`src/rtl/apb_master.sv`:
```
// apb_master: turns single command requests into APB transfers.
// One transfer in flight at a time: IDLE -> SETUP -> ACCESS -> IDLE.
// A transfer ends on iPREADY, or is aborted after TIMEOUT consecutive
// wait cycles. Each completion produces a one-cycle oRSP_VALID pulse.
//
// Command handshake: a command is taken on a rising edge where both
// iCMD_VALID and oCMD_READY are high. oCMD_READY is high only in IDLE,
// so the command fields are only looked at on that edge and are free to
// change at any other time.
module apb_master #(
    parameter int ADDR_W  = 16,
    parameter int TIMEOUT = 16
) (
    input  logic              iPCLK,
    input  logic              iPRESET,
    input  logic              iCMD_VALID,
    output logic              oCMD_READY,
    input  logic              iCMD_WRITE,
    input  logic [ADDR_W-1:0] iCMD_ADDR,
    input  logic [31:0]       iCMD_WDATA,
    input  logic [3:0]        iCMD_STRB,
    output logic              oRSP_VALID,
    output logic [31:0]       oRSP_RDATA,
    output logic              oRSP_SLVERR,
    output logic              oRSP_TIMEOUT,
    output logic              oPSEL,
    output logic              oPENABLE,
    output logic              oPWRITE,
    output logic [ADDR_W-1:0] oPADDR,
    output logic [31:0]       oPWDATA,
    output logic [3:0]        oPSTRB,
    input  logic [31:0]       iPRDATA,
    input  logic              iPREADY,
    input  logic              iPSLVERR
);

    typedef enum logic [1:0] {
        S_IDLE   = 2'd0,
        S_SETUP  = 2'd1,
        S_ACCESS = 2'd2
    } state_t;

    // Wait count at which the next stalled ACCESS cycle aborts the transfer.
    localparam logic [7:0] LAST_WAIT = 8'(TIMEOUT - 1);

    state_t            state_q, state_d;
    logic [7:0]        cnt_q, cnt_d;
    logic              psel_q, psel_d;
    logic              penable_q, penable_d;
    logic              pwrite_q, pwrite_d;
    logic [ADDR_W-1:0] paddr_q, paddr_d;
    logic [31:0]       pwdata_q, pwdata_d;
    logic [3:0]        pstrb_q, pstrb_d;
    logic              rsp_valid_q, rsp_valid_d;
    logic [31:0]       rsp_rdata_q, rsp_rdata_d;
    logic              rsp_slverr_q, rsp_slverr_d;
    logic              rsp_timeout_q, rsp_timeout_d;

    // Next-state and registered-output values; everything holds by default.
    always_comb begin
        state_d       = state_q;
        cnt_d         = cnt_q;
        psel_d        = psel_q;
        penable_d     = penable_q;
        pwrite_d      = pwrite_q;
        paddr_d       = paddr_q;
        pwdata_d      = pwdata_q;
        pstrb_d       = pstrb_q;
        rsp_valid_d   = 1'b0;
        rsp_rdata_d   = rsp_rdata_q;
        rsp_slverr_d  = rsp_slverr_q;
        rsp_timeout_d = rsp_timeout_q;

        case (state_q)
            S_IDLE: begin
                if (iCMD_VALID) begin
                    state_d   = S_SETUP;
                    cnt_d     = 8'd0;
                    psel_d    = 1'b1;
                    penable_d = 1'b0;
                    pwrite_d  = iCMD_WRITE;
                    paddr_d   = iCMD_ADDR;
                    pwdata_d  = iCMD_WDATA;
                    pstrb_d   = iCMD_WRITE ? iCMD_STRB : 4'b0000;
                end
            end
            S_SETUP: begin
                state_d   = S_ACCESS;
                penable_d = 1'b1;
            end
            S_ACCESS: begin
                if (iPREADY) begin
                    // Ready wins even on the edge that would have timed out.
                    state_d       = S_IDLE;
                    psel_d        = 1'b0;
                    penable_d     = 1'b0;
                    rsp_valid_d   = 1'b1;
                    rsp_slverr_d  = iPSLVERR;
                    rsp_timeout_d = 1'b0;
                    rsp_rdata_d   = (!pwrite_q && !iPSLVERR) ? iPRDATA : 32'h0;
                end else begin
                    cnt_d = cnt_q + 8'd1;
                    if (cnt_q == LAST_WAIT) begin
                        state_d       = S_IDLE;
                        psel_d        = 1'b0;
                        penable_d     = 1'b0;
                        rsp_valid_d   = 1'b1;
                        rsp_slverr_d  = 1'b1;
                        rsp_timeout_d = 1'b1;
                        rsp_rdata_d   = 32'h0;
                    end
                end
            end
            default: begin
                state_d   = S_IDLE;
                psel_d    = 1'b0;
                penable_d = 1'b0;
            end
        endcase
    end

    // State and output registers with synchronous reset.
    always_ff @(posedge iPCLK) begin
        if (iPRESET) begin
            state_q       <= S_IDLE;
            cnt_q         <= 8'd0;
            psel_q        <= 1'b0;
            penable_q     <= 1'b0;
            pwrite_q      <= 1'b0;
            paddr_q       <= '0;
            pwdata_q      <= 32'h0;
            pstrb_q       <= 4'b0000;
            rsp_valid_q   <= 1'b0;
            rsp_rdata_q   <= 32'h0;
            rsp_slverr_q  <= 1'b0;
            rsp_timeout_q <= 1'b0;
        end else begin
            state_q       <= state_d;
            cnt_q         <= cnt_d;
            psel_q        <= psel_d;
            penable_q     <= penable_d;
            pwrite_q      <= pwrite_d;
            paddr_q       <= paddr_d;
            pwdata_q      <= pwdata_d;
            pstrb_q       <= pstrb_d;
            rsp_valid_q   <= rsp_valid_d;
            rsp_rdata_q   <= rsp_rdata_d;
            rsp_slverr_q  <= rsp_slverr_d;
            rsp_timeout_q <= rsp_timeout_d;
        end
    end

    assign oCMD_READY   = (state_q == S_IDLE);
    assign oPSEL        = psel_q;
    assign oPENABLE     = penable_q;
    assign oPWRITE      = pwrite_q;
    assign oPADDR       = paddr_q;
    assign oPWDATA      = pwdata_q;
    assign oPSTRB       = pstrb_q;
    assign oRSP_VALID   = rsp_valid_q;
    assign oRSP_RDATA   = rsp_rdata_q;
    assign oRSP_SLVERR  = rsp_slverr_q;
    assign oRSP_TIMEOUT = rsp_timeout_q;

endmodule

```
`config.mk`:
```
export PLATFORM = sky130hd
export DESIGN_NAME = apb_master
export DESIGN_NICKNAME = d
export VERILOG_FILES = /design/src/rtl/apb_master.sv
export SDC_FILE = /design/constraint.sdc
export NUM_CORES = 1
export LEC_CHECK = 0
export ABC_AREA = 1
export BUFFER_PORTS_ARGS = -buffer_cell sky130_fd_sc_hd__buf_2
export CAP_MARGIN = 10
export CORE_UTILIZATION = 25
export CTS_CLUSTER_DIAMETER = 200
export DETAILED_ROUTE_END_ITERATION = 12
export SKIP_CTS_REPAIR_TIMING = 1
export SLEW_MARGIN = 20
export SYNTH_ARGS = -nofsm -noshare
export SYNTH_HDL_FRONTEND = slang
export SYNTH_SLANG_ARGS = --single-unit
```
`constraint.sdc`:
```
create_clock -name iPCLK -period 1.3 [get_ports iPCLK]
set_input_delay 0 -clock iPCLK [delete_from_list [all_inputs] [get_ports iPCLK]]
set_output_delay 0 -clock iPCLK [all_outputs]
set_load 0.005 [all_outputs]
```
==> results.py <==
metrics = {
    "global_route": {
        "overflow": 0,
        "antenna_found_initial": 0,
        "track_usage_pct": 13.3,
        "grt_max_degree": 37,
        "grt_pass1_vias": 3195,
        "grt_first_pass_wirelength_um": 15400,
    },
    "cells_and_area": {
        "fillers": 1267,
        "fin_util_pct": 45.5,
        "mostFrequentLayoutCells": "180 x buf_2, 95 x dfxtp_1, 85 x dlygate4sd3_1",
        "nNetsFinal": 744,
        "antenna_cells": 0,
        "drive_above_1_share_pct": 42.6,
        "final_common_cell": "buf_2",
        "area_growth_syn_to_layout_pct": 77.1,
        "design_area_mm2": 0.00633,
    },
    "timing": {
        "fmax_mhz": 695,
        "tightest_slew_ps": 286,
        "finClkSkew_ps": 8.06,
        "slew_headroom_pct": 80.9,
        "setup_viol": 35,
        "slew_viol_final": 0,
        "fin_crit_sh_pct": 111,
        "worst_slack_ps": -139,
        "hold_ws_ps": 11.8,
        "fin_tns_setup_ps": -3570,
        "period_needed_ps": 1440,
        "rsz0062_at_grt": "true",
        "hold_viol": 0,
    },
    "clock_tree": {
        "cts_tree": "built",
        "cts_buffers": 9,
        "cts_root_buf": "clkbuf_16",
        "cts_max_level": 3,
        "path_clk_slew_ps": 70,
        "clk-insertion-delay-late_ps": 350,
        "clock_path_buffers": 2,
        "clock_sinks": 99,
    },
    "routing": {
        "wl_um": 12100,
        "drc": 0,
        "routed_via_density": 4.61,
        "drt_iter0_drc": 172,
        "wl_per_cell_um": 14.5,
        "vias": 3862,
        "ant_nets": 0,
        "drtPass1Iterations": 4,
    },
    "floorplanning": {
        "die-area_mm2": 0.0148,
        "initial_utilization_pct": 25.7,
        "coreArea_mm2": 0.0139,
        "die_h_um": 122,
        "ios": 181,
        "rows": 43,
        "die_x_um": 122,
    },
    "worst_hold_path": {
        "hold_class": "in -> reg",
        "whs_path_depth": 4,
    },
    "logic_synthesis": {
        "ys_types": 28,
        "synth_area_mm2": 0.00358,
        "synth-seq-cells": 99,
        "seq_area_frac_synth_pct": 55.4,
        "synth_nets": 459,
        "synth_cells": 368,
        "yosys_warnings": 0,
        "post_synth.cell_area_avg_um2": 9.72,
    },
    "setup_path": {
        "crit_chain": "ha_4 > nand2_4 > nor2_4 > nand3_2 > nand2_4 > nand3_4 > clkbuf_16 > o21ai_2",
        "critPathMaxStageDelay_ps": 360,
        "crit_path_start_kind": "flip-flop",
        "critPathMostFrequentCell": "nand2_4",
        "worst_r2r_path_depth": 8,
        "required_ps": 1570,
        "arrival_ps": 1710,
        "critPathCaptureType": "flip-flop",
        "worstPathMaxFanout": 8,
        "critPathSlowestCell": "dfxtp_2",
        "path_buf_inv": 1,
        "path_depth": 8,
        "critical_path_class": "reg -> reg",
        "crit_family": "simple AND/OR/NAND/NOR gates",
    },
    "placed_design": {
        "place_congestion": 0.741,
        "io_buffers": 180,
        "placed_area_mm2": 0.00484,
        "dp_hpwl_um": 7150,
    },
    "status": {
        "status": "finished, violations left",
        "violations": "negative setup slack",
    },
    "power_and_ir_drop": {
        "power.total_uw": 7160,
        "p_per_area_mw_per_mm2": 1130,
        "max-vdd-ir-drop_v": 0.000590,
        "leakage_uw": 0.00291,
    },
    "job": {
        "drv_cap": 0,
    },
}
-- tightest hold or removal path, delay by kind of cell --
kind / cells / cell delay, ps
and+or+nand+nor: 2 / 170
AOI/OAI and AO/OA: 1 / 60
buffers and inverters: 1 / 80
-- logic make-up (layout without fill, tap and decap cells) --
family                     Yosys count  in the layout  share of synthesized area, %
adders and majority gates            1              1                         0.350
AOI/OAI and AO/OA                   96             96                          19.3
and+or+nand+nor                    130            132                          18.7
buffers and inverters               42            330                          6.19
DFF                                 99             99                          55.4
-- final timing paths --
| kind | startpoint | to | slack [ps] |
|---|---|---|---|
| max | cnt_q[0] | oRSP_RDATA[5] | -140 |
| min | iPSLVERR | oRSP_RDATA[27] | 10 |
| max reg2reg | cnt_q[0] | oRSP_RDATA[5] | -140 |
| min reg2reg | oPSTRB[0] | oPSTRB[0] | 460 |
-- state kept, by name, indices dropped and copies added (netlist names) --
| signal | count |
|---|---|
| cnt_q | 8 |
| oPADDR | 16 |
| oPSEL | 1 |
| oPSTRB | 4 |
| oPWDATA | 32 |
| oPWRITE | 1 |
| oRSP_RDATA | 32 |
| oRSP_SLVERR | 1 |
| oRSP_TIMEOUT | 1 |
| oRSP_VALID | 1 |
| state_q | 2 |
-- Yosys cell counts --
cell      count  area [um2]
inv_4         1        6.26
o21ai_0       6        30.0
nor2_1       13        48.8
ha_1          1        12.5
a21oi_1       9        45.0
nor2_2        2        12.5
buf_2        13        65.1
dfxtp_1      99        1980
o21a_1        1        7.51
nand2_1      29         109
clkbuf_1      3        11.3
buf_6         4        45.0
nand2_4       4        45.0
buf_4         4        30.0
nor2_8        1        20.0
o21ai_1      25         125
o21bai_2      1        11.3
inv_1        12        45.0
nand4_1       1        6.26
nand3_2       2        20.0
a22o_1       48         420
nand2_2       4        25.0
o31ai_1       1        7.51
o21ai_2       5        43.8
buf_1         2        7.51
inv_2         3        11.3
nand3_1      72         360
nor2_4        2        22.5
-- through the flow --
step,instances,worst slack (ps)
floorplan,368,3.06
global placement,722,-117
CTS,738,-191
detailed placement,722,-177
finish,838,-139
global route,838,-214
-- final cells by class --
| type | count | area (um2) | area share (%) |
|---|---|---|---|
| clock inverter | 5 | 85.1 | 1.34 |
| sequential | 99 | 1990 | 31.5 |
| multi-input combinational | 229 | 1540 | 24.4 |
| inverter | 16 | 67.6 | 1.07 |
| clock buffer | 11 | 233 | 3.67 |
| tap | 180 | 225 | 3.56 |
| timing repair buffer | 298 | 2190 | 34.6 |
-- per-layer routing --
metal / GRT usage (%) / wire length, um
met2: 21.9 / 6180
met1: 16.1 / 4950
met3: 4.31 / 809
met4: 5.32 / 183
met5: 0 / 0
-- power breakdown --
group | total [uW] | leakage [uW] | internal [uW] | switching [uW]
logic | 1050 | 0.00195 | 594 | 461
clock network | 2860 | 0.000150 | 1700 | 1160
registers | 3240 | 0.000809 | 3160 | 77.9
total | 7160 | 0.00291 | 5460 | 1700
Note: power is estimated with default switching activity, not from simulation.
